<file path="src/rtl/ls_test_pkg.sv">
// ----------------------------------------------------------------------------
// ls_test_pkg
// Shared definitions for the latch/shift test-chip stimulus path.
//   state_t         : frame sequencer states (IDLE, PRE, MARK, GAP, RUN, DONE)
//   PAT_SEL_*       : payload pattern encodings carried on PAT_SEL
//   PRBS_SEED/TAP_* : PRBS7 (x^7 + x^6 + 1) seed and feedback tap positions
//   prbs7_step()    : one LFSR advance, output bit is taken from bit 6 first
// ----------------------------------------------------------------------------
package ls_test_pkg;

   typedef enum logic [2:0] {
      ST_IDLE = 3'd0,
      ST_PRE  = 3'd1,
      ST_MARK = 3'd2,
      ST_GAP  = 3'd3,
      ST_RUN  = 3'd4,
      ST_DONE = 3'd5
   } state_t;

   localparam logic [1:0] PAT_SEL_CHECKER = 2'd0;
   localparam logic [1:0] PAT_SEL_ONES    = 2'd1;
   localparam logic [1:0] PAT_SEL_PRBS7   = 2'd2;
   localparam logic [1:0] PAT_SEL_USER    = 2'd3;

   localparam logic [6:0] PRBS_SEED  = 7'h7F;
   localparam int         PRBS_TAP_A = 6;
   localparam int         PRBS_TAP_B = 5;

   function automatic logic [6:0] prbs7_step(input logic [6:0] s);
      return {s[5:0], s[PRBS_TAP_A] ^ s[PRBS_TAP_B]};
   endfunction

endpackage

</file>
<file path="src/rtl/ls_data_gen_if.sv">
// ----------------------------------------------------------------------------
// ls_data_gen_if
// Control/status bundle between the host register block and ls_data_gen.
//   START, ABORT, PAT_SEL, PAT_WORD, NUM_BITS, INJ : host -> generator
//   D_OUT, DATA, BUSY, DONE, BIT_CNT               : generator -> host/pad
// modport master : host side, slave : generator side.
// ----------------------------------------------------------------------------
interface ls_data_gen_if #(
   parameter int CNT_W = 16
);
   logic             START;
   logic             ABORT;
   logic [1:0]       PAT_SEL;
   logic [15:0]      PAT_WORD;
   logic [CNT_W-1:0] NUM_BITS;
   logic             INJ;
   logic             D_OUT;
   logic             DATA;
   logic             BUSY;
   logic             DONE;
   logic [CNT_W-1:0] BIT_CNT;

   modport master (
      output START, ABORT, PAT_SEL, PAT_WORD, NUM_BITS, INJ,
      input  D_OUT, DATA, BUSY, DONE, BIT_CNT
   );

   modport slave (
      input  START, ABORT, PAT_SEL, PAT_WORD, NUM_BITS, INJ,
      output D_OUT, DATA, BUSY, DONE, BIT_CNT
   );
endinterface

</file>
<file path="src/rtl/ls_prbs7.sv">
// ----------------------------------------------------------------------------
// ls_prbs7
// 7-bit Fibonacci LFSR, polynomial x^7 + x^6 + 1.
//   clk     : clock
//   srst    : synchronous active-high reset, loads the seed
//   load    : reload seed (start of a frame)
//   adv     : advance one step after the current bit has been used
//   bit_out : current output bit (lfsr[6])
// ----------------------------------------------------------------------------
module ls_prbs7
   import ls_test_pkg::*;
(
   input  logic clk,
   input  logic srst,
   input  logic load,
   input  logic adv,
   output logic bit_out
);

   logic [6:0] lfsr_reg;

   always_ff @(posedge clk) begin
      if (srst || load) begin
         lfsr_reg <= PRBS_SEED;
      end else if (adv) begin
         lfsr_reg <= prbs7_step(lfsr_reg);
      end
   end

   assign bit_out = lfsr_reg[PRBS_TAP_A];

endmodule

</file>
<file path="src/rtl/ls_data_gen.sv">
// ----------------------------------------------------------------------------
// ls_data_gen
// Framed stimulus source for the latch/shift test chip. Each frame on D_OUT is
// PRE_LEN low cycles, one high sync mark, GAP_LEN low cycles, then NUM_BITS
// payload bits (NUM_BITS = 0: continuous until ABORT). DATA is D_OUT delayed
// by CHIP_LAT cycles and is the reference for the Q/DATA checker.
//   CLK  : clock
//   RST  : synchronous active-high reset
//   bus  : ls_data_gen_if.slave
//          START/ABORT control, PAT_SEL/PAT_WORD pattern (held per frame),
//          NUM_BITS length, INJ error inject, D_OUT pad drive, DATA reference,
//          BUSY/DONE status, BIT_CNT payload bits sent (saturating).
// Optional build macro LS_DATA_GEN_ERR_INJ_EN: a rising edge on INJ inverts
// one payload bit on D_OUT only (DATA stays clean); without it INJ is ignored.
// ----------------------------------------------------------------------------
module ls_data_gen
   import ls_test_pkg::*;
#(
   parameter int PRE_LEN  = 8,
   parameter int GAP_LEN  = 4,
   parameter int CHIP_LAT = 2,
   parameter int CNT_W    = 16
)(
   input  logic          CLK,
   input  logic          RST,
   ls_data_gen_if.slave  bus
);

   localparam int LEN_MAX = (PRE_LEN > GAP_LEN) ? PRE_LEN : GAP_LEN;
   localparam int TMR_W   = $clog2(LEN_MAX + 1);
   localparam logic [TMR_W-1:0] PRE_LAST = TMR_W'(PRE_LEN - 1);
   localparam logic [TMR_W-1:0] GAP_LAST = TMR_W'(GAP_LEN - 1);

   state_t           state_reg, state_next;
   logic [TMR_W-1:0] tmr_reg;
   logic [CNT_W-1:0] cnt_reg;
   logic [3:0]       idx_reg;
   logic [1:0]       pat_sel_reg;
   logic [15:0]      pat_word_reg;
   logic             d_clean_reg, d_clean_next;
   logic             busy, done, frame_start, run_step, run_last;
   logic             payload_bit, prbs_bit;

   // Last payload bit: the count after this cycle reaches NUM_BITS.
   assign run_last = (bus.NUM_BITS != '0) &&
                     (({1'b0, cnt_reg} + 1'b1) >= {1'b0, bus.NUM_BITS});

   // ---- state register ----------------------------------------------------
   always_ff @(posedge CLK) begin
      if (RST) begin
         state_reg <= ST_IDLE;
      end else begin
         state_reg <= state_next;
      end
   end

   // ---- next-state logic --------------------------------------------------
   always_comb begin
      state_next = state_reg;
      if (bus.ABORT) begin
         state_next = ST_IDLE;
      end else begin
         case (state_reg)
            ST_IDLE, ST_DONE: if (bus.START) state_next = ST_PRE;
            ST_PRE:           if (tmr_reg == PRE_LAST) state_next = ST_MARK;
            ST_MARK:          state_next = ST_GAP;
            ST_GAP:           if (tmr_reg == GAP_LAST) state_next = ST_RUN;
            ST_RUN:           if (run_last) state_next = ST_DONE;
            default:          state_next = ST_IDLE;
         endcase
      end
   end

   // ---- payload selection -------------------------------------------------
   // idx_reg starts at 15 and counts down, so its LSB doubles as the
   // checkerboard phase (1 first) and keeps alternating through wraps.
   always_comb begin
      payload_bit = 1'b0;
      case (pat_sel_reg)
         PAT_SEL_CHECKER: payload_bit = idx_reg[0];
         PAT_SEL_ONES:    payload_bit = 1'b1;
         PAT_SEL_PRBS7:   payload_bit = prbs_bit;
         PAT_SEL_USER:    payload_bit = pat_word_reg[idx_reg];
      endcase
   end

   // ---- output / control decode -------------------------------------------
   always_comb begin
      busy         = (state_reg != ST_IDLE) && (state_reg != ST_DONE);
      done         = (state_reg == ST_DONE);
      frame_start  = (state_next == ST_PRE) && (state_reg != ST_PRE);
      run_step     = (state_reg == ST_RUN) && !bus.ABORT;
      d_clean_next = 1'b0;
      if (!bus.ABORT) begin
         if (state_reg == ST_MARK) d_clean_next = 1'b1;
         else if (state_reg == ST_RUN) d_clean_next = payload_bit;
      end
   end

   // ---- datapath registers ------------------------------------------------
   always_ff @(posedge CLK) begin
      if (RST) begin
         tmr_reg      <= '0;
         cnt_reg      <= '0;
         idx_reg      <= 4'd15;
         pat_sel_reg  <= PAT_SEL_CHECKER;
         pat_word_reg <= '0;
         d_clean_reg  <= 1'b0;
      end else begin
         // Dwell timer restarts on every state change.
         if ((state_next != state_reg) ||
             !((state_reg == ST_PRE) || (state_reg == ST_GAP))) begin
            tmr_reg <= '0;
         end else begin
            tmr_reg <= tmr_reg + 1'b1;
         end

         if (frame_start) begin
            cnt_reg      <= '0;
            idx_reg      <= 4'd15;
            pat_sel_reg  <= bus.PAT_SEL;
            pat_word_reg <= bus.PAT_WORD;
         end else if (run_step) begin
            idx_reg <= idx_reg - 4'd1;
            if (cnt_reg != {CNT_W{1'b1}}) begin
               cnt_reg <= cnt_reg + 1'b1;
            end
         end

         d_clean_reg <= d_clean_next;
      end
   end

   ls_prbs7 u_prbs (
      .clk     (CLK),
      .srst    (RST),
      .load    (frame_start),
      .adv     (run_step),
      .bit_out (prbs_bit)
   );

   // ---- DATA delay line (fed from the uncorrupted stream) -----------------
   logic [CHIP_LAT-1:0] dly_reg, dly_next;

   assign dly_next[0] = d_clean_reg;
   generate
      for (genvar gi = 1; gi < CHIP_LAT; gi++) begin : g_dly
         assign dly_next[gi] = dly_reg[gi-1];
      end
   endgenerate

   always_ff @(posedge CLK) begin
      if (RST) begin
         dly_reg <= '0;
      end else begin
         dly_reg <= dly_next;
      end
   end

   // ---- optional error injection ------------------------------------------
`ifdef LS_DATA_GEN_ERR_INJ_EN
   logic inj_prev_reg, inj_pend_reg, inv_reg;
   logic inj_now;

   // A rising edge is remembered until it is spent on one RUN bit.
   assign inj_now = inj_pend_reg | (bus.INJ & ~inj_prev_reg);

   always_ff @(posedge CLK) begin
      if (RST) begin
         inj_prev_reg <= 1'b0;
         inj_pend_reg <= 1'b0;
         inv_reg      <= 1'b0;
      end else begin
         inj_prev_reg <= bus.INJ;
         inj_pend_reg <= inj_now & ~run_step;
         inv_reg      <= inj_now & run_step;
      end
   end

   assign bus.D_OUT = d_clean_reg ^ inv_reg;
`else
   logic inj_unused;
   assign inj_unused = bus.INJ;
   assign bus.D_OUT  = d_clean_reg;
`endif

   assign bus.DATA    = dly_reg[CHIP_LAT-1];
   assign bus.BUSY    = busy;
   assign bus.DONE    = done;
   assign bus.BIT_CNT = cnt_reg;

endmodule

</file>
<file path="src/flat_wrapper.sv">
// flat-port wrapper written by rule: the top's interface ports become plain ports
module ls_data_gen_flat import ls_test_pkg::*;
#(
   parameter int PRE_LEN  = 8,
   parameter int GAP_LEN  = 4,
   parameter int CHIP_LAT = 2,
   parameter int CNT_W    = 16
)
  (CLK, RST, bus_START, bus_ABORT, bus_PAT_SEL, bus_PAT_WORD, bus_NUM_BITS, bus_INJ, bus_D_OUT, bus_DATA, bus_BUSY, bus_DONE, bus_BIT_CNT);
  ls_data_gen_if #(.CNT_W(CNT_W)) bus_i ();
  input  logic CLK;
  input  logic RST;
  input wire logic [$bits(bus_i.START)-1:0] bus_START;
  input wire logic [$bits(bus_i.ABORT)-1:0] bus_ABORT;
  input wire logic [$bits(bus_i.PAT_SEL)-1:0] bus_PAT_SEL;
  input wire logic [$bits(bus_i.PAT_WORD)-1:0] bus_PAT_WORD;
  input wire logic [$bits(bus_i.NUM_BITS)-1:0] bus_NUM_BITS;
  input wire logic [$bits(bus_i.INJ)-1:0] bus_INJ;
  output wire logic [$bits(bus_i.D_OUT)-1:0] bus_D_OUT;
  output wire logic [$bits(bus_i.DATA)-1:0] bus_DATA;
  output wire logic [$bits(bus_i.BUSY)-1:0] bus_BUSY;
  output wire logic [$bits(bus_i.DONE)-1:0] bus_DONE;
  output wire logic [$bits(bus_i.BIT_CNT)-1:0] bus_BIT_CNT;
  assign bus_i.START = bus_START;
  assign bus_i.ABORT = bus_ABORT;
  assign bus_i.PAT_SEL = bus_PAT_SEL;
  assign bus_i.PAT_WORD = bus_PAT_WORD;
  assign bus_i.NUM_BITS = bus_NUM_BITS;
  assign bus_i.INJ = bus_INJ;
  assign bus_D_OUT = bus_i.D_OUT;
  assign bus_DATA = bus_i.DATA;
  assign bus_BUSY = bus_i.BUSY;
  assign bus_DONE = bus_i.DONE;
  assign bus_BIT_CNT = bus_i.BIT_CNT;
  ls_data_gen #(.PRE_LEN(PRE_LEN), .GAP_LEN(GAP_LEN), .CHIP_LAT(CHIP_LAT), .CNT_W(CNT_W)) u_core (.CLK(CLK), .RST(RST), .bus(bus_i));
endmodule
</file>
<file path="config.mk">
export PLATFORM = sky130hd
export DESIGN_NAME = ls_data_gen_flat
export DESIGN_NICKNAME = d
export VERILOG_FILES = /design/src/rtl/ls_test_pkg.sv /design/src/rtl/ls_data_gen_if.sv /design/src/rtl/ls_prbs7.sv /design/src/rtl/ls_data_gen.sv /design/src/flat_wrapper.sv
export SDC_FILE = /design/constraint.sdc
export NUM_CORES = 1
export LEC_CHECK = 0
export CORE_MARGIN = 2
export CORE_UTILIZATION = 50
export DETAILED_ROUTE_END_ITERATION = 10
export GPL_TIMING_DRIVEN = 0
export MAX_ROUTING_LAYER = met4
export PLACE_DENSITY = 0.83
export SETUP_SLACK_MARGIN = 0.4
export SLEW_MARGIN = 25
export SYNTH_ARGS = -nofsm -noshare
export SYNTH_HDL_FRONTEND = slang
export SYNTH_SLANG_ARGS = --single-unit
</file>
<file path="constraint.sdc">
create_clock -name CLK -period 6.2 [get_ports CLK]
set_clock_uncertainty 0.1 [all_clocks]
set_input_delay 1.24 -clock CLK [delete_from_list [all_inputs] [get_ports CLK]]
set_output_delay 1.24 -clock CLK [all_outputs]
set_load 0.05 [all_outputs]
</file>
-- Word-level counts from Yosys, hierarchy flattened
Index checks and enable logic that the tools add are counted.
- output and inout bits: 20
- bits of input ports: 39
- flip-flop bits (word level): 55
- logic and storage cells: 60
- reduce and logical (&&, ||, !) cells: 18
- bitwise gates (word level): 1
- order comparisons: 2
- equality and inequality tests: 15
- mux-type cells: 11
- add/sub/neg operators: 4
- operator list (kind ; count):
    $add 16x1->17 const B ; 1
    $ge 17x16->1 ; 1
    $add 16x1->16 const B ; 1
    $ne 16x16->1 const B ; 1
    $reduce_bool 16->1 ; 1
    $mux 3 ; 5
    $pmux 3 s5 ; 1
    $reduce_or 2->1 ; 4
    $eq 3x1->1 const B ; 2
    $eq 3x2->1 const B ; 2
    $eq 3x3->1 const B ; 2
    $lt 4x5->1 const B ; 1
    $add 4x1->4 const B ; 1
    $bmux 1 s4 ; 1
    $eq 2x2->1 const B ; 2
    $eq 4x2->1 const B ; 1
    $eq 4x3->1 const B ; 1
    $logic_and 1x1->1 ; 4
    $pmux 1 s4 ; 1
    $sub 4x1->4 const B ; 1
    $logic_not 3->1 ; 1
    $logic_or 1x1->1 ; 3
    $mux 1 ; 3
    $ne 3x1->1 const B ; 1
    other kinds (8) ; 9

-- Logic depth before layout (Yosys ltp)
Gate-level depths: netlist of run 1.
- depth in word-level cells: 9
- gate-level depth with buffers: 12
- gate-level depth less buffers: 12

-- Cells and area by module
A second synthesis of run 1 with hierarchy kept.
- cell total of the unflattened synthesis: 348
- area, all modules: 3278.1 um^2
- modules (own cells, without submodules) (module ; area each (um^2) ; sequential area each (um^2) ; cells an instance ; times used):
    ls_data_gen ; 3001.6 ; 960.9 ; 324 ; 1
    ls_prbs7 ; 276.5 ; 140.1 ; 24 ; 1

-- Worst setup path before layout of run 1
Ideal clock, no wire load.
- kind: register -> register
- start point: register u_core.cnt_reg[2], in the netlist u_core.bus.BIT_CNT[2]
- end point: register u_core.u_prbs.lfsr_reg[0]
- data arrival time: 2.975 ns
- path slack: 2.991 ns
- path buffers: 2
- clock period less this slack: 3.209 ns
- data required time: 5.966 ns
- library setup time: 0.134 ns
- stages on the path, launching flop included: 12
- cells stage by stage: dfxtp_1 nand3_1 nor3_1 nand4_1 xnor2_1 ha_1 a211o_1 a32o_2 buf_6 a21oi_2 buf_4 o211ai_1
- word-level cells in the longest chain between the ends: 9
- RTL lines (what ; RTL line ; text):
    start: declaration ; ls_data_gen.sv:36 ; logic [CNT_W-1:0] cnt_reg;
    start signal: assignment ; ls_data_gen.sv:126 ; cnt_reg <= cnt_reg + 1'b1;
    $add 16x1->17 ; ls_data_gen.sv:46 ; (({1'b0, cnt_reg} + 1'b1) >= {1'b0, bus.NUM_BITS});
    $ge 17x16->1 ; ls_data_gen.sv:46 ;
    $logic_and 1x1->1 ; ls_data_gen.sv:45 ; assign run_last = (bus.NUM_BITS != '0) &&
    $mux 3 ; ls_data_gen.sv:68 ; ST_RUN: if (run_last) state_next = ST_DONE;
    $pmux 3 s5 ; ls_data_gen.sv:63 ; case (state_reg)
    $mux 3 ; ls_data_gen.sv:60 ; if (bus.ABORT) begin
    $eq 3x1->1 ; ls_data_gen.sv:91 ; frame_start = (state_next == ST_PRE) && (state_reg != ST_PRE);
    $logic_and 1x1->1 ; ls_data_gen.sv:91 ;
    $logic_or 1x1->1 ; ls_prbs7.sv:23 ; if (srst || load) begin
    end signal: assignment ; ls_prbs7.sv:26 ; lfsr_reg <= prbs7_step(lfsr_reg);
    end: declaration ; ls_prbs7.sv:20 ; logic [6:0] lfsr_reg;
No other way between the ends.
A chain may end at the register's enable or synchronous reset.

-- Final worst setup path of run 1
Ends and elaborated chain as after synthesis.

==> out/qor_table.md, run 1 <==
| Quantity | Reported |
| --- | --- |
| Result of the run | finished, final reports clean |
| Detail Route Antenna Nets | 0 |
| Arrival time at the worst endpoint | 3.39 ns |
| Synthesis-stage register bit count | 55 |
| CTS tree | yes |
| Effective utilization at floorplan | 51.13% |
| Number of global-route vias before repair | 2,576 |
| WL/cell | 13.81 um |
| Clock slew seen by the registers of the worst setup and hold paths | 0.10 ns |
| Class of the most critical setup path | reg2reg |
| Post-route non-filler standard cell count | 509 |
| Post-CTS Repair Setup Buffers | 0 |
| Number of fill cells in the layout | 556 |
| Total Die Area | 0.007115 sq mm |
| Post-synthesis cell area | 0.003228 sq mm |
| Width of the die | 84.35 um |
| Fin Hold WS | 0.3554 ns |
| CTS Hold Bufs | 0 |
| Share of final-layout standard cells stronger than drive strength 1 | 14.12% |
| Complex-gate fraction of the synthesized area | 15.58% |
| Critical Path Start Type | flip-flop |
| Maximum level of the CTS H-tree | 2 |
| Setup repair after global routing missed its margin | no |
| Class of the tightest hold or removal check | reg2reg |
| Cell count after placement | 501 |
| Peak Freq | 0.3030 GHz |
| CP Data Required Time | 6.29 ns |
| Count of antenna diodes in the layout | 0 |
| Final Net Count | 489 |
| Top-level port count | 59 |
| Detailed Routing Iterations Pass 1 | 4 |
| Period utilization | 53.23% |
| Power density over cell area | 162.6 mW/mm^2 |
| Total congestion overflow after global routing | 0 |
| Worst setup margin | 2.900 ns |
| Number of warning messages in the yosys log | 0 |
| Final HPWL from detailed placement | 5464 um |
| Post-Synth Adder-Cell Area | 7.364% |
| Synth-to-layout area growth | 23.22% |
| Final Slew Violations | 0 |
| Number of cells produced by synthesis | 368 |
| CTS Buffer Depth | 2 |
| Clock network latency to the later pin of the worst-skew pair | 0.31 ns |
| Period minus WS final | 3.300 ns |
| Count of flip-flops with a built-in enable after synthesis | 0 |
| Post-route standard cell area excluding fillers | 0.003978 sq mm |
| Final Core Density | 63.00% |
| Dominant combinational cell family by area after synthesis | simple AND/OR/NAND/NOR gates |
| Drt drc | 0 |
| Share of synthesized area occupied by flip-flops and latches | 34.11% |
| Rel. slew slack | 52.92% |
| Initial DRC count | 165 |
| Routability cong. | 0.9074 |
| Number of endpoints with negative hold slack in the final report | 0 |
| Vertical die dimension | 84.35 um |
| Ys async rst share | 0% |
| Number of clock sinks | 55 |
| Mux contribution to synthesized area | 4.109% |
| Root Driver | clkbuf_8 |
| Placed standard-cell area | 0.003885 sq mm |
| Summed negative setup slack over all endpoints | 0 ns |
| Standard-cell row count | 29 |
| Vias | 2,790 |
| Average cell area after synthesis | 8.772 sq um |
| Nature of the critical path endpoint | flip-flop |
| Power Total | 0.6469 mW |
| Peak supply drop | 0.1062 mV |
| Max-cap violations | 0 |
| Post-synthesis share of cell area spent on and, or, nand and nor gates | 22.40% |
| Netlist cell types | 47 |
| Via/cell ratio | 5.481 |
| Count of input and output buffers | 56 |
| Area of the core | 0.006314 sq mm |
| Pre-CTS WS | 2.720 ns |
| Post-detailed-routing wire length | 7031 um |
| Initial antenna violation count | 0 |
| Slew at the pin with the worst max-slew slack | 0.7062 ns |
| Cts bufs inserted | 5 |
| Highest net fanout along the worst path | 10 |
| Synth Net Count | 426 |
| Global-route wire length before repair | 11,670 um |
| Global Route Usage Sum | 20.25% |
| Final setup violation count | 0 |
| Leading register cell type out of synthesis | dfxtp_1 |
| Xor and xnor area share after synthesis | 9.225% |
| Leak | 1.600 nW |
| Post-CTS sizing | 0 |
| Pin count of the biggest net entering global routing | 19 |
==> kinds of logic (layout without fill, tap and decap cells) <==
kind of cell | after synthesis | after routing
muxes | 7 | 7
AOI/OAI and AO/OA | 67 | 67
xor gates and xnor gates | 34 | 34
and+or+nand+nor | 136 | 136
DFF | 55 | 55
buffers and inverters | 50 | 114
adders and majority gates | 19 | 19
==> final timing paths <==
path	start	end	slack [ns]	cells past startpoint
worst min register to register	u_core.dly_reg[0]	u_core.dly_reg[1]	0.36	1
worst max-delay path	u_core.bus.BIT_CNT[2]	u_core.u_prbs.lfsr_reg[0]	2.90	11
worst max register to register	u_core.bus.BIT_CNT[2]	u_core.u_prbs.lfsr_reg[0]	2.90	11
worst min-delay path	u_core.dly_reg[0]	u_core.dly_reg[1]	0.36	1
==> layer usage <==
| metal | vias to the layer above | GRT usage (%) | routed length, um |
|---|---|---|---|
| met2 | 70 | 34.56 | 3447 |
| met1 | 1304 | 25.73 | 3198 |
| met3 | 7 | 3.441 | 341 |
| met4 | 0 | 3.319 | 43 |
| li1 | 1409 | - | - |
| met5 | - | - | 0 |
==> area by class of cell <==
| type | count | area (sq um) | share of cell area [%] |
|---|---|---|---|
| Tap cell | 77 | 96.34 | 2.422 |
| Timing Repair Buffer | 56 | 560.5 | 14.09 |
| Sequential cell | 55 | 1101 | 27.68 |
| Clock buffer | 5 | 68.82 | 1.730 |
| Inverter | 25 | 93.84 | 2.359 |
| Multi-Input combinational cell | 263 | 1894 | 47.63 |
| Buffer | 25 | 138.9 | 3.492 |
| Clock inverter | 3 | 23.77 | 0.5977 |
==> cell usage after synthesis (2+ instances only) <==
cell type | count | share of area [%]
clkbuf_1 | 10 | 1.2
nor2_1 | 22 | 2.6
o211ai_1 | 4 | 0.93
mux2i_1 | 2 | 0.62
nor2b_1 | 3 | 0.58
o21ai_0 | 4 | 0.62
xor2_1 | 8 | 2.2
nor4_1 | 5 | 0.97
a21oi_2 | 2 | 0.54
a31oi_1 | 2 | 0.39
mux4_2 | 5 | 3.5
dfxtp_1 | 55 | 34
nand4_1 | 8 | 1.6
xnor2_1 | 26 | 7.1
nor3_1 | 13 | 2.0
a21bo_2 | 17 | 5.3
inv_1 | 25 | 2.9
buf_6 | 4 | 1.4
or3_1 | 2 | 0.39
a21o_1 | 5 | 1.2
nand3_1 | 31 | 4.8
nand2_1 | 32 | 3.7
o211a_1 | 2 | 0.62
nand3b_1 | 3 | 0.70
a21oi_1 | 21 | 3.3
buf_2 | 8 | 1.2
nor3_2 | 11 | 3.4
ha_1 | 19 | 7.4
==> placed cells by master (no fill, tap or decap), types with 3 or more instances in the layout <==
master and n:
clkdlybuf4s50_1 56, dfxtp_1 55, nand2_1 32, nand3_1 31, xnor2_1 26, inv_1 25, nor2_1 22, a21oi_1 21
ha_1 19, a21bo_2 17, nor3_1 13, nor3_2 11, clkbuf_1 10, xor2_1 8, nand4_1 8, buf_2 8
nor4_1 5, a21o_1 5, mux4_2 5, clkbuf_8 5, o21ai_0 4, buf_6 4, o211ai_1 4, nand3b_1 3
nor2b_1 3
==> worst max-delay path: stages, from the launching register on <==
cell	delay, ns
dfxtp_1	0.46
nand3_1	0.22
nor3_1	0.53
nand4_1	0.23
xnor2_1	0.22
ha_1	0.28
a211o_1	0.28
a32o_2	0.27
buf_6	0.15
a21oi_2	0.16
buf_4	0.19
o211ai_1	0.09
==> power breakdown <==
part | internal, mW | total [mW] | switching, mW | leakage (nW)
Sequential | 0.359 | 0.362 | 0.00307 | 0.446
Clock | 0.0818 | 0.205 | 0.123 | 0.0461
Combinational | 0.0436 | 0.0798 | 0.0362 | 1.11
Power figures use the tool's default switching activity.
==> run 2: changes to the inputs <==
--- a/config.mk
+++ b/config.mk
@@ -6,7 +6,7 @@
 export NUM_CORES = 1
 export LEC_CHECK = 0
 export CORE_MARGIN = 2
-export CORE_UTILIZATION = 50
+export CORE_UTILIZATION = 48
 export DETAILED_ROUTE_END_ITERATION = 10
 export GPL_TIMING_DRIVEN = 0
 export MAX_ROUTING_LAYER = met4
==> constraint.sdc (replaced) <==
create_clock -name CLK -period 2.9 [get_ports CLK]
set_clock_uncertainty 0.1 [all_clocks]
set_input_delay 0.58 -clock CLK [delete_from_list [all_inputs] [get_ports CLK]]
set_output_delay 0.58 -clock CLK [all_outputs]
set_load 0.05 [all_outputs]
==> run 2 against run 1 <==
The flow now finishes with violations (negative setup slack). Cell area grew 8.9%. Register-to-register slack lost 2.9 ns. Critical path depth grew 3. Sequential share of layout area shrank 1.6 points. Clock power grew 140%. Total power grew 130%. Combinational power grew to 2.6 times the previous value. Non-clock buffer count grew 14. Worst setup slack lost 2.9 ns. Sequential cell count is the same. Clock-buffer cell count grew 1. Die area grew 4.0%. Critical endpoint is now u_core.state_reg[0]. Largest power group unchanged.
==> out/qor_table.md, run 2 (synthesis results as in run 1) <==
| Quantity | Reported |
| --- | --- |
| Cts bufs inserted | 5 |
| Area of the core | 0.006422 sq mm |
| Count of input and output buffers | 56 |
| Class of the most critical setup path | reg2reg |
| Worst r2r path cells | 14 |
| Initial antenna violation count | 0 |
| GR met2 Demand/Resource | 37.84% |
| Detail Route Antenna Nets | 0 |
| Period utilization | 101.4% |
| Slew at the pin with the worst max-slew slack | 1.023 ns |
| Root Driver | clkbuf_8 |
| Total Die Area | 0.007397 sq mm |
| Final Net Count | 503 |
| Clock network latency to the later pin of the worst-skew pair | 0.32 ns |
| Highest net fanout along the worst path | 2 |
| Via/cell ratio | 5.618 |
| Setup repair after global routing missed its margin | yes |
| Standard-cell row count | 29 |
| Period minus WS final | 2.941 ns |
| Commonest non-fill, non-tap cells in the layout | 54 x clkdlybuf4s50_1, 42 x dfxtp_1, 28 x nand2_1 |
| Number of global-route vias before repair | 2,819 |
| Final Core Density | 67.43% |
| Commonest non-fill, non-tap cell in the layout | clkdlybuf4s50_1 |
| Max-cap violations | 0 |
| CTS Buffer Depth | 2 |
| Drt drc | 0 |
| Width of the die | 86.01 um |
| Met1 track demand over resource in global routing | 26.75% |
| Worst setup margin | -0.04122 ns |
| Initial DRC count | 132 |
| Fin Hold WS | 0.3573 ns |
| Maximum level of the CTS H-tree | 2 |
| Peak Freq | 0.3400 GHz |
| CP Data Required Time | 3.00 ns |
| Synth-to-layout area growth | 34.15% |
| WL/cell | 15.71 um |
| Share of final-layout standard cells stronger than drive strength 1 | 24.66% |
| Peak supply drop | 0.2560 mV |
| Total congestion overflow after global routing | 0 |
| Number of endpoints with negative hold slack in the final report | 0 |
| Critical Path Start Type | flip-flop |
| Grt peak-use layer | met2 |
| Class of the tightest hold or removal check | reg2reg |
| Nature of the critical path endpoint | flip-flop |
| Rel. slew slack | 31.80% |
| Pin count of the biggest net entering global routing | 19 |
| Final HPWL from detailed placement | 5719 um |
| Vertical die dimension | 86.01 um |
| Summed negative setup slack over all endpoints | -0.04122 ns |
| Count of antenna diodes in the layout | 0 |
| Routability cong. | 0.8898 |
| CTS tree | yes |
| Effective utilization at floorplan | 50.26% |
| Result of the run | finished, violations left |
| Violated checks | negative setup slack |
| Vias | 2,938 |
| Number of clock sinks | 55 |
| Post-detailed-routing wire length | 8215 um |
| Global-route wire length before repair | 12,940 um |
| Number of instances on the worst hold path | 1 |
| Detailed Routing Iterations Pass 1 | 5 |
| Clock slew seen by the registers of the worst setup and hold paths | 0.10 ns |
| Final Slew Violations | 0 |
| Arrival time at the worst endpoint | 3.04 ns |
| Post-route non-filler standard cell count | 523 |
| Met3 track demand over resource in global routing | 4.716% |
| Global Route Usage Sum | 22.46% |
| Leak | 1.749 nW |
| Top-level port count | 59 |
| Power density over cell area | 339.3 mW/mm^2 |
| Final setup violation count | 1 |
| CTS Hold Bufs | 0 |
| Cell count after placement | 501 |
## run 2: cell types whose count changed in the layout (fill, tap and decap cells not counted), sizes merged
cell           before  now
clkinvlp            1    0
dlygate4sd2         0    2
clkdlybuf4s50      56   54
buf                14   28
clkbuf             16   17
## run 2: final cells by class
type,instances,area (sq um)
timing repair buffer,70,684.4
inverter,25,93.84
sequential,55,1130
buffer,25,161.4
clock buffer,6,93.84
multi-input combinational,263,2053
clock inverter,2,17.52
tap,77,96.34
fill,506,2092
## run 2: timing repair
item                                    CTS  global route
buffers inserted                          7             5
resized for setup                        17            20
endpoints found under the setup margin   48            46
hold endpoints to repair                  0             0
gates cloned                              1             1
pin swaps                                16            10
## run 2: final timing paths
check | end | start | slack, ns
setup reg to reg | u_core.state_reg[0] | u_core.bus.BIT_CNT[4] | -0.04
setup / recovery | u_core.state_reg[0] | u_core.bus.BIT_CNT[4] | -0.04
hold reg to reg | u_core.dly_reg[1] | u_core.dly_reg[0] | 0.36
hold / removal | u_core.dly_reg[1] | u_core.dly_reg[0] | 0.36
## run 2: report_power, final
| group | internal [mW] | total (mW) | switching, mW |
|---|---|---|---|
| clock | 0.228 | 0.495 | 0.267 |
| combinational | 0.109 | 0.204 | 0.0950 |
| sequential | 0.764 | 0.770 | 0.00687 |
## run 2: per-layer routing
metal / vias up / wire length [um]
met2: 90 / 4173
met4: 0 / 172
li1: 1436 / -
met3: 23 / 405
met1: 1389 / 3463
met5: - / 0
## run 2: through the flow
stage	cell area, sq um	power, mW	setup slack, ns
finish	4330	1.469	-0.04122
global route	4330	1.521	-0.1796
CTS	4183	1.449	0.1484
detailed placement	3948	0.9618	-0.08673
global placement	3948	0.9560	-0.06800
floorplan	3291	0.8822	0.06539
## run 2: critical path, stage by stage (launching register included)
cell,delay (ns)
dfxtp_4,0.37
buf_8,0.09
nand4_1,0.15
nor3_4,0.28
nand4_1,0.19
xnor2_1,0.18
ha_1,0.32
buf_4,0.12
buf_4,0.10
nand2_2,0.05
a21oi_2,0.13
a211oi_2,0.06
o21ai_1,0.20
nand4_1,0.12
a311oi_1,0.36
==> run 3: changes to the inputs <==
--- a/config.mk
+++ b/config.mk
@@ -6,11 +6,12 @@
 export NUM_CORES = 1
 export LEC_CHECK = 0
 export CORE_MARGIN = 2
-export CORE_UTILIZATION = 48
+export CORE_UTILIZATION = 50
+export CTS_BUF_LIST = sky130_fd_sc_hd__clkbuf_8
 export DETAILED_ROUTE_END_ITERATION = 10
 export GPL_TIMING_DRIVEN = 0
 export MAX_ROUTING_LAYER = met4
-export PLACE_DENSITY = 0.83
+export PLACE_DENSITY = 0.84
 export SETUP_SLACK_MARGIN = 0.4
 export SLEW_MARGIN = 25
 export SYNTH_ARGS = -nofsm -noshare
==> constraint.sdc (replaced) <==
create_clock -name CLK -period 3.15 [get_ports CLK]
set_clock_uncertainty 0.1 [all_clocks]
set_input_delay 0.63 -clock CLK [delete_from_list [all_inputs] [get_ports CLK]]
set_output_delay 0.63 -clock CLK [all_outputs]
set_load 0.05 [all_outputs]
==> run 3 against run 2 <==
The run now ends clean. Via count shrank 1.5%. Core utilization grew 0.71 points. Register-to-register slack gained 0.30 ns. Sequential share of layout area grew 0.17 points.
==> out/qor_table.md, run 3 (synthesis results as in run 1) <==
| Quantity | Reported |
| --- | --- |
| Drt drc | 0 |
| Post-detailed-routing wire length | 7871 um |
| Fin Hold WS | 0.3445 ns |
| Result of the run | finished, final reports clean |
| Count of antenna diodes in the layout | 0 |
| Nature of the critical path endpoint | flip-flop |
| Summed negative setup slack over all endpoints | 0 ns |
| Leak | 1.726 nW |
| Initial antenna violation count | 0 |
| Max-cap violations | 0 |
| Seq. cell area | 0.001130 sq mm |
| CTS Hold Bufs | 0 |
| Period minus WS final | 2.894 ns |
| Class of the most critical setup path | reg2reg |
| Synth-to-layout area growth | 33.26% |
| Routability cong. | 0.9038 |
| Final setup violation count | 0 |
| Worst r2r path cells | 12 |
| WL/cell | 15.17 um |
| Arrival time at the worst endpoint | 3.02 ns |
| Final Net Count | 499 |
| Final Slew Violations | 0 |
| Maximum level of the CTS H-tree | 2 |
| Top-level port count | 59 |
| Share of final-layout standard cells stronger than drive strength 1 | 22.85% |
| Number of fill cells in the layout | 475 |
| Number of clock sinks | 55 |
| CTS tree | yes |
| Total area of multi-input combinational cells | 0.002016 sq mm |
| Initial DRC count | 138 |
| Area of the core | 0.006314 sq mm |
| Standard-cell row count | 29 |
| Number of endpoints with negative hold slack in the final report | 0 |
| Peak Freq | 0.3455 GHz |
| Critical Path Start Type | flip-flop |
| Peak supply drop | 0.2218 mV |
| Slew at the pin with the worst max-slew slack | 1.044 ns |
| Setup repair after global routing missed its margin | yes |
| Clock network latency to the later pin of the worst-skew pair | 0.31 ns |
| Class of the tightest hold or removal check | reg2reg |
| Reg2Reg Launch Point | u_core.bus.BIT_CNT[4] |
| Source of the worst hold timing path | u_core.dly_reg[0] |
| Detail Route Antenna Nets | 0 |
| Global Route Usage Sum | 22.04% |
| Total Die Area | 0.007115 sq mm |
| Post-route standard cell area excluding fillers | 0.004302 sq mm |
| Vertical die dimension | 84.35 um |
| Cts bufs inserted | 5 |
| Effective utilization at floorplan | 51.13% |
| Via/cell ratio | 5.574 |
| Root Driver | clkbuf_8 |
| Number of instances on the worst hold path | 1 |
| Final HPWL from detailed placement | 5572 um |
| Vias | 2,893 |
| Commonest non-fill, non-tap cell in the layout | clkdlybuf4s50_1 |
| Period utilization | 91.88% |
| Register-to-register setup slack | 0.26 ns |
| Count of input and output buffers | 56 |
| Commonest non-fill, non-tap cells in the layout | 56 x clkdlybuf4s50_1, 42 x dfxtp_1, 29 x nand2_1 |
| Power Total | 1.443 mW |
| Power density over cell area | 335.6 mW/mm^2 |
| Clock slew seen by the registers of the worst setup and hold paths | 0.10 ns |
| Total congestion overflow after global routing | 0 |
| Placed standard-cell area | 0.003943 sq mm |
| Width of the die | 84.35 um |
| Rel. slew slack | 30.42% |
| Detailed Routing Iterations Pass 1 | 4 |
| CP Data Required Time | 3.28 ns |
| CTS Buffer Depth | 2 |
| Number of global-route vias before repair | 2,743 |
| Pin count of the biggest net entering global routing | 18 |
| Global-route wire length before repair | 12,540 um |
| CP Launch Point | u_core.bus.BIT_CNT[4] |
| R2R Path End | u_core.bus.BIT_CNT[5] |
| Highest net fanout along the worst path | 7 |
| End of the worst hold path | u_core.dly_reg[1] |
[run 3: critical path, stage by stage, from the launching register on]
cell	delay, ns
dfxtp_4	0.36
buf_8	0.09
nand4_1	0.15
nor3_4	0.27
nand4_1	0.16
xnor2_1	0.17
ha_1	0.32
a211o_1	0.30
a32o_2	0.27
and2_1	0.15
buf_6	0.15
buf_12	0.15
nor3_4	0.16
[run 3: how the worst max path moves through the flow]
| stage | slack, ns | depth (start not counted) | to |
|---|---|---|---|
| after floorplan | 0.32 | 12 | u_core.u_prbs.lfsr_reg[0] |
| after global placement | 0.20 | 12 | u_core.u_prbs.lfsr_reg[0] |
| after detailed placement | 0.10 | 12 | u_core.u_prbs.lfsr_reg[0] |
| after CTS | 0.33 | 12 | u_core.u_prbs.lfsr_reg[0] |
| after global routing | 0.13 | 12 | u_core.bus.BIT_CNT[5] |
| final | 0.26 | 12 | u_core.bus.BIT_CNT[5] |
[run 3: layout make-up]
cell class,count,area share (%)
Buffer,25,3.752
Clock buffer,5,1.600
Clock inverter,3,1.542
Inverter,25,2.181
Multi-Input combinational cell,263,46.86
Sequential cell,55,26.27
Tap cell,77,2.240
Timing Repair Buffer,66,15.56
[run 3: metrics by stage]
step / cells / setup slack, ns / util (%)
CTS: 517 / 0.3267 / 66.15
floorplan: 368 / 0.3153 / -
detailed placement: 501 / 0.1005 / 62.45
global placement: 501 / 0.1993 / 62.45
global route: 519 / 0.1292 / 68.13
finish: 519 / 0.2557 / 68.13
[run 3: power breakdown]
part | switching (mW) | total, mW | internal (mW) | leakage, nW
clock network | 0.230 | 0.548 | 0.318 | 0.0687
registers | 0.00605 | 0.709 | 0.703 | 0.454
logic | 0.0859 | 0.187 | 0.101 | 1.20
total | 0.322 | 1.44 | 1.12 | 1.73
[run 3: repair_timing]
item,in CTS,in global routing
pin swaps,12,12
gates resized for setup,7,22
cloned,1,1
setup buffers,7,1
endpoints found under the setup margin,46,46
[run 3: routing by layer]
| layer | vias to the layer above | share of wire, % | track usage (%) |
|---|---|---|---|
| li1 | 1428 | - | - |
| met1 | 1378 | 43 | 26.97 |
| met2 | 72 | 50 | 37.30 |
| met3 | 15 | 4.5 | 3.441 |
| met4 | 0 | 2.1 | 7.215 |
| met5 | - | 0 | - |
